[config.mk]
export PLATFORM = sky130hd
export DESIGN_NAME = seq_shifter
export DESIGN_NICKNAME = d
export VERILOG_FILES = /design/src/rtl/seq_shifter.sv
export SDC_FILE = /design/constraint.sdc
export NUM_CORES = 1
export LEC_CHECK = 0
export ABC_CLOCK_PERIOD_IN_PS = 3300
export BUFFER_PORTS_ARGS = -buffer_cell sky130_fd_sc_hd__buf_2
export CAP_MARGIN = 20
export CORE_MARGIN = 3
export CORE_UTILIZATION = 50
export DETAILED_ROUTE_END_ITERATION = 6
export GPL_ROUTABILITY_DRIVEN = 0
export PLACE_DENSITY = 0.74
export SLEW_MARGIN = 15
export SYNTH_ARGS = -nofsm -noshare
export SYNTH_HDL_FRONTEND = slang
export SYNTH_SLANG_ARGS = --single-unit
[constraint.sdc]
create_clock -name clk -period 3.3 [get_ports clk]
set_input_delay 0.33 -clock clk [delete_from_list [all_inputs] [get_ports clk]]
set_output_delay 0.33 -clock clk [all_outputs]
set_load 0.02 [all_outputs]
[src/rtl/seq_shifter.sv]
// Multi-cycle shifter/rotator: SLL, ROL, SRL, SRA by up to STEP bits per cycle.
// Valid/ready request and response handshakes; one operation in flight at a time.
module seq_shifter #(
    parameter  int DATA_WIDTH = 32,
    parameter  int STEP       = 4,
    localparam int SHAMT_W    = $clog2(DATA_WIDTH)
) (
    input  logic                  clk,
    input  logic                  rst,
    input  logic                  in_valid,
    output logic                  in_ready,
    input  logic [DATA_WIDTH-1:0] A,
    input  logic [SHAMT_W-1:0]    B,
    input  logic [1:0]            Shiftop,
    output logic                  out_valid,
    input  logic                  out_ready,
    output logic [DATA_WIDTH-1:0] Result,
    output logic                  busy
);

    typedef enum logic [1:0] {
        IDLE = 2'd0,
        BUSY = 2'd1,
        DONE = 2'd2
    } state_e;

    localparam logic [1:0] OP_SLL = 2'b00;
    localparam logic [1:0] OP_ROL = 2'b01;
    localparam logic [1:0] OP_SRL = 2'b10;
    localparam logic [1:0] OP_SRA = 2'b11;

    // STEP may equal DATA_WIDTH, so compare in one extra bit
    localparam logic [SHAMT_W:0]   STEP_W = (SHAMT_W + 1)'(STEP);
    localparam logic [SHAMT_W:0]   DW_W   = (SHAMT_W + 1)'(DATA_WIDTH);
    localparam logic [SHAMT_W-1:0] STEP_K = STEP_W[SHAMT_W-1:0];

    state_e                  state_q, state_d;
    logic [DATA_WIDTH-1:0]   work_q, work_d;
    logic [SHAMT_W-1:0]      rem_q, rem_d;
    logic [1:0]              op_q, op_d;

    logic                    last_step;
    logic [SHAMT_W-1:0]      k;
    logic [DATA_WIDTH-1:0]   sll_w;
    logic [DATA_WIDTH-1:0]   srl_w;
    logic [DATA_WIDTH-1:0]   rol_w;
    logic signed [DATA_WIDTH-1:0] sra_w;
    logic [DATA_WIDTH-1:0]   step_res;

    assign last_step = ({1'b0, rem_q} <= STEP_W);
    assign k         = last_step ? rem_q : STEP_K;

    // Each op on its own net so SRA keeps signed semantics
    assign sll_w = work_q << k;
    assign srl_w = work_q >> k;
    assign sra_w = $signed(work_q) >>> k;
    assign rol_w = (work_q << k) | (work_q >> (DW_W - {1'b0, k}));

    always_comb begin
        step_res = work_q;
        unique case (op_q)
            OP_SLL:  step_res = sll_w;
            OP_ROL:  step_res = rol_w;
            OP_SRL:  step_res = srl_w;
            OP_SRA:  step_res = sra_w;
            default: step_res = work_q;
        endcase
    end

    always_comb begin
        state_d = state_q;
        work_d  = work_q;
        rem_d   = rem_q;
        op_d    = op_q;
        unique case (state_q)
            IDLE: begin
                if (in_valid) begin
                    work_d  = A;
                    rem_d   = B;
                    op_d    = Shiftop;
                    state_d = (B == '0) ? DONE : BUSY;
                end
            end
            BUSY: begin
                work_d = step_res;
                rem_d  = rem_q - k;
                if (last_step) begin
                    state_d = DONE;
                end
            end
            DONE: begin
                if (out_ready) begin
                    state_d = IDLE;
                end
            end
            default: state_d = IDLE;
        endcase
    end

    always_ff @(posedge clk or posedge rst) begin
        if (rst) begin
            state_q <= IDLE;
            work_q  <= '0;
            rem_q   <= '0;
            op_q    <= OP_SLL;
        end else begin
            state_q <= state_d;
            work_q  <= work_d;
            rem_q   <= rem_d;
            op_q    <= op_d;
        end
    end

    assign in_ready  = (state_q == IDLE);
    assign out_valid = (state_q == DONE);
    assign busy      = (state_q != IDLE);
    assign Result    = work_q;

    // A stalled response must not change until the consumer takes it
    a_done_hold: assert property (@(posedge clk) disable iff (rst)
        (state_q == DONE && !out_ready) |=> (state_q == DONE && $stable(work_q)));

    a_idle_hold: assert property (@(posedge clk) disable iff (rst)
        (state_q == IDLE && !in_valid) |=> (state_q == IDLE && $stable(work_q)));

    a_busy_rem: assert property (@(posedge clk) disable iff (rst)
        (state_q == BUSY) |-> (rem_q != '0));

endmodule

# Word-level counts from Yosys, hierarchy flattened
# Index checks and enable logic that the tools add are counted.
dict set report totals {
  register_bits 41
  inputBits 43
  output_inout_bits 35
  wordCells 39
}
dict set report classes {
  addsub 2
  n_lt_le_gt_ge 1
  eq_ne 8
  shifts 4
  n_mux 11
  n_bitwise 1
  reduce_logical 8
}
# op n
set ops {}
lappend ops {{case mux 32 bit (4 select lines)} 1}
lappend ops {{case mux 32 bit (2 select lines)} 1}
lappend ops {{2-to-1 mux 32 bit} 1}
lappend ops {{OR 32 bit} 1}
lappend ops {{left shift 32 x 5 -> 32 bit} 1}
lappend ops {{right shift 32 x 5 -> 32 bit} 1}
lappend ops {{right shift 32 x 6 -> 32 bit} 1}
lappend ops {{>>> shifter 32 x 5 -> 32 bit} 1}
lappend ops {{2-to-1 mux 5 bit} 2}
lappend ops {{case mux 5 bit (2 select lines)} 1}
lappend ops {{2-to-1 mux 2 bit} 4}
lappend ops {{equality test 2 bit (second input constant)} 3}
lappend ops {{case mux 2 bit (3 select lines)} 1}
lappend ops {{subtractor 6 x 5 -> 6 bit (first input constant)} 1}
lappend ops {{<= comparator 5 x 3 -> 1 bit (second input constant)} 1}
lappend ops {{logical NOT 5 bit} 1}
lappend ops {{subtractor 5 bit} 1}
lappend ops {{equality test 2 x 1 -> 1 bit (second input constant)} 2}
lappend ops {{logical NOT 2 bit} 2}
lappend ops {{!= test 2 bit (second input constant)} 2}
lappend ops {{AND reduction 2 bit} 2}
lappend ops {{nonzero test 2 bit} 2}
lappend ops {{AND reduction 3 bit} 1}
lappend ops {{!= test 2 x 1 -> 1 bit (second input constant)} 1}

# Depth between registers and ports, before layout
dict set report logic_depth {
  ltp_word 7
  depth_mapped 14
  mapped_depth_nobuf 8
}

# Worst setup path before layout
# No wires, ideal clock.
dict set report synth_timing {
  kind {register -> register}
  start {register rem_q[2]}
  end {register work_q[17], in the netlist Result[17]}
  setup_ps 101
  t_arrival_ps 3152
  required_time_ps 3199
  path_slack_ps 47
  stages_incl_launch_ff 14
  n_path_buf 6
  synth_period_minus_slack_ps 3253
  cell_sequence {dfrtp_1 -> buf_2 -> nor4b_4 -> inv_2 -> buf_6 -> buf_4 -> buf_2 -> ha_1 -> clkbuf_1 -> clkbuf_1 -> nand3_1 -> o2111ai_1 -> nor2_1 -> nor4_1}
}
dict set report synth_between {
  elab_chain_len 7
  word_cells_on_any_way 10
  cone_classes {add/sub: 1; order compare: 1; shift: 4; mux: 3; bitwise: 1}
}
# element line
set synth_rtl {}
lappend synth_rtl {{from (decl)} 39} ;# logic [SHAMT_W-1:0] rem_q, rem_d;
lappend synth_rtl {{from (signal assigned)} 109} ;# rem_q <= rem_d;
lappend synth_rtl {{<= comparator 5 x 3 -> 1 bit} 50} ;# assign last_step = ({1'b0, rem_q} <= STEP_W);
lappend synth_rtl {{2-to-1 mux 5 bit (*)} 51} ;# assign k = last_step ? rem_q : STEP_K;
lappend synth_rtl {{subtractor 6 x 5 -> 6 bit} 57} ;# assign rol_w = (work_q << k) | (work_q >> (DW_W - {1'b0, k}));
lappend synth_rtl {{right shift 32 x 6 -> 32 bit} 57}
lappend synth_rtl {{OR 32 bit} 57}
lappend synth_rtl {{case mux 32 bit (4 select lines) (*)} 61} ;# unique case (op_q)
lappend synth_rtl {{case mux 32 bit (2 select lines) (*)} 75} ;# unique case (state_q)
lappend synth_rtl {{to (signal assigned)} 108} ;# work_q <= work_d;
lappend synth_rtl {{to (decl)} 38} ;# logic [DATA_WIDTH-1:0] work_q, work_d;
# Mark *: on every way between the ends. The rest lies on a longest branch, timed or not.
# A chain may end at the register's enable or synchronous reset.

# Worst setup path after layout
dict set report layout_timing {
  start {register rem_q[3]}
  end {register work_q[8], in the netlist Result[8]}
}
# Same word-level chain as after synthesis.

==> results by group <==
Run status
  • Status: finished clean

Placement
  • Port Buffer Count: 77
  • DP Cell Count: 849
  • Dpl hpwl: 13600 µm

Clocking
  • Post-CTS sizing: 0
  • Clock Latency Late Sink: just over 0.3 ns
  • TritonCTS Sinks: 41
  • Postcts setup bufs: 0
  • Max H-tree Level: 2
  • Post-cts hold buffer count: 0
  • CTS tree: built
  • Worst-path clk slew: roughly 0.09 ns
  • Total CTS buffers: 5
  • Max clock buf depth: 2
  • CTS root buf: clkbuf_8

Finish
  • Final Core Density: 0.568
  • Share of layout cells above drive strength 1: 0.193
  • Final net count: between 700 and 800
  • Commonest cells after routing, fill and taps aside: 145 x nand2_1, 77 x buf_2, 52 x mux2i_1
  • Leading cell type in the layout, fill and taps excluded: nand2_1
  • Post-Layout Cell Count: around 860
  • Layout fillers: ~960
  • Syn-to-layout area delta: 9.12%
  • Ant diodes: 0

Setup path
  • Critical Path Sink Type: flop
  • Worst reg2reg path depth: 7
  • Kind of critical path: flop to flop
  • Register-to-register setup slack: roughly 0.16 ns
  • Startpoint types: flop
  • Reg-to-Reg Start: rem_q[3]
  • WP data arrival: roughly 3.4 ns
  • Crit-path max FO: 13
  • Worst path required time: ~3.5 ns
  • Worst r2r dst: Result[8]

Yosys
  • Syn Nets: 750
  • Flops & latches, synth: 41
  • YS warnings: 0
  • Mapped cell area: around 5200 µm²
  • Async S/R FF share, synth: 1.00
  • Synthesized area per cell: ~7.3 µm²
  • Post-synth EDFFs: 0
  • Netlist cell types: 67
  • Predominant post-synthesis flop cell: dfrtp_1
  • Register area share after synthesis: 0.199
  • Cells after synthesis: approximately 700

Pwr
  • P_int: between 2000 and 3000 µW
  • Sequential power share: 0.229
  • Switching Share: 0.595
  • Pwr dens: around 1200 nW/µm²
  • Clock share of power: 0.059
  • Leakage Power: between 0.002 and 0.0025 µW
  • P_sw: 4070 µW
  • VDD IR-drop max: 452 µV
  • Combinational power share: 0.712
  • Power Total: 6850 µW

Timing
  • Final hold vios: 0
  • Fmax: 0.318 GHz
  • Skew final: approximately 0.0063 ns
  • Slew Limit Fails: 0
  • Final setup TNS: 0 ns
  • RSZ-0062 raised after global routing: no
  • Rel. slew slack: 0.301
  • Worst-Margin Slew: between 1 and 1.5 ns
  • Final period util: 0.952
  • Min Tclk post-route: around 3.1 ns
  • Worst hold slack: between 0.1 and 0.15 ns
  • Setup violators final: 0

Routing
  • Met1 Wirelength: between 7000 and 8000 µm
  • First-pass DRT Iterations: 6
  • DR vias: ~6200
  • Drc violations: 0
  • Max layer used: met4
  • Antenna Nets Post-Route: 0
  • Met2 WL: approximately 9000 µm
  • Avg WL per Cell: between 20 and 25 µm
  • Metal3 WL: 2910 µm
  • Via/cell ratio: approximately 7.3
  • Final WL: 20300 µm
  • DR iter-0 viols: 968

Floorplanning
  • # rows: 36
  • Die area: roughly 12000 µm²
  • Io pins: 78
  • Starting density of the core: 0.520
  • Die Wd: around 110 µm
  • Core area: between 9000 and 10000 µm²
  • Die Y: roughly 110 µm

Global routing
  • Initial antenna violation count: 0
  • Pin count of the biggest net entering global routing: 60
  • All-Layer GR Usage: 0.346
  • First-pass GRT wire length: between 30000 and 40000 µm
  • Number of global-route vias before repair: 5883
  • GRT overflow: 0

Hold path
  • Tightest Hold Check Type: primary input to async pin

Job
  • Max Cap Viol: 0
## critical path, cell delays in order (launching register included)
cell     delay, ns
dfrtp_1       0.64
or4b_2        0.24
ha_1          0.35
nor4b_2       0.66
nand3_1       0.45
o22ai_1       0.32
nor3_1        0.08
nor4_1        0.30
## synthesized netlist by cell type (all sizes together), types with 3 or more instances
cell type	count	area, µm²
a32oi	4	35.0
o21a	3	22.5
o221ai	12	105
o21ai	42	210
nor2b	11	68.8
and2	4	25.0
nand2	145	544
nand4	4	25.0
a31oi	24	150
mux4	13	304
a41oi	3	26.3
mux2	7	78.8
nor3	12	60.1
inv	14	52.6
o31ai	4	30.0
a22oi	4	30.0
dfrtp	41	1030
nor4b	3	47.5
clkbuf	60	225
and3	10	62.6
buf	28	159
o2111ai	4	35.0
a311oi	3	26.3
o22ai	12	75.1
a211oi	20	150
nand2b	3	18.8
or3b	3	26.3
a21oi	48	240
mux2i	57	598
nand3	22	110
o211ai	12	90.1
nor2	26	97.6
a221oi	8	70.1
o22a	3	26.3
or3	4	25.0
nor4	3	18.8
## power by group through the flow
stage,logic [µW],registers [µW],clock network [µW]
6_report,4870,1570,405
2_1_floorplan,3570,1210,0
3_3_place_gp,4600,1510,0
3_5_place_dp,4680,1520,0
5_1_grt,5210,1590,415
4_1_cts,4710,1510,400
## cells by family (layout without fill, tap and decap cells)
logic type | after synthesis | after routing | share of synthesized area
AND/OR/NAND/NOR | 259 | 259 | 0.234
buffers and inverters | 102 | 121 | 0.0847
AO/OA/AOI/OAI | 222 | 222 | 0.285
adder cells (fa/ha/maj) | 2 | 2 | 0.00485
other | 1 | 1 | 0.000727
flip-flops | 41 | 41 | 0.199
XOR/XNOR | 1 | 1 | 0.00170
multiplexers | 77 | 77 | 0.190
## state kept, by name, summed over array words and instances (netlist names)
register and flops:
Result 32, rem_q 5, op_q 2, state_q 2
## through the flow
stage               setup WS (ns)  area, µm²
floorplan                  0.0474       5160
global placement            0.539       5530
detailed placement          0.345       5530
CTS                         0.319       5630
global route               0.0276       5630
finish                      0.159       5630
## final cells by class
| type | count | area (µm²) | area share |
|---|---|---|---|
| flip-flops and latches | 41 | 1030 | 0.183 |
| well taps | 133 | 166 | 0.0296 |
| clock buffers | 7 | 96.3 | 0.0171 |
| clock inverters | 1 | 5.00 | 0.000889 |
| inverters | 14 | 52.6 | 0.00934 |
| multi-input cells | 562 | 3700 | 0.658 |
| repair buffers | 99 | 576 | 0.102 |
## how the worst max path moves through the flow
stage | end | depth (start not counted) | slack (ns) | start
floorplan | Result[17] | 13 | 0.05 | rem_q[2]
global placement | Result[20] | 8 | 0.54 | rem_q[3]
detailed placement | Result[8] | 7 | 0.34 | rem_q[3]
CTS | Result[8] | 7 | 0.32 | rem_q[3]
global route | Result[8] | 7 | 0.03 | rem_q[3]
finish | Result[8] | 7 | 0.16 | rem_q[3]
## routing by layer
layer  GRT usage  vias to the layer above
met4       0.144                        0
met1       0.463                     2891
li1            -                     2658
met2       0.532                      577
met5           0                        -
met3      0.0882                      105
Power figures use the tool's default switching activity.
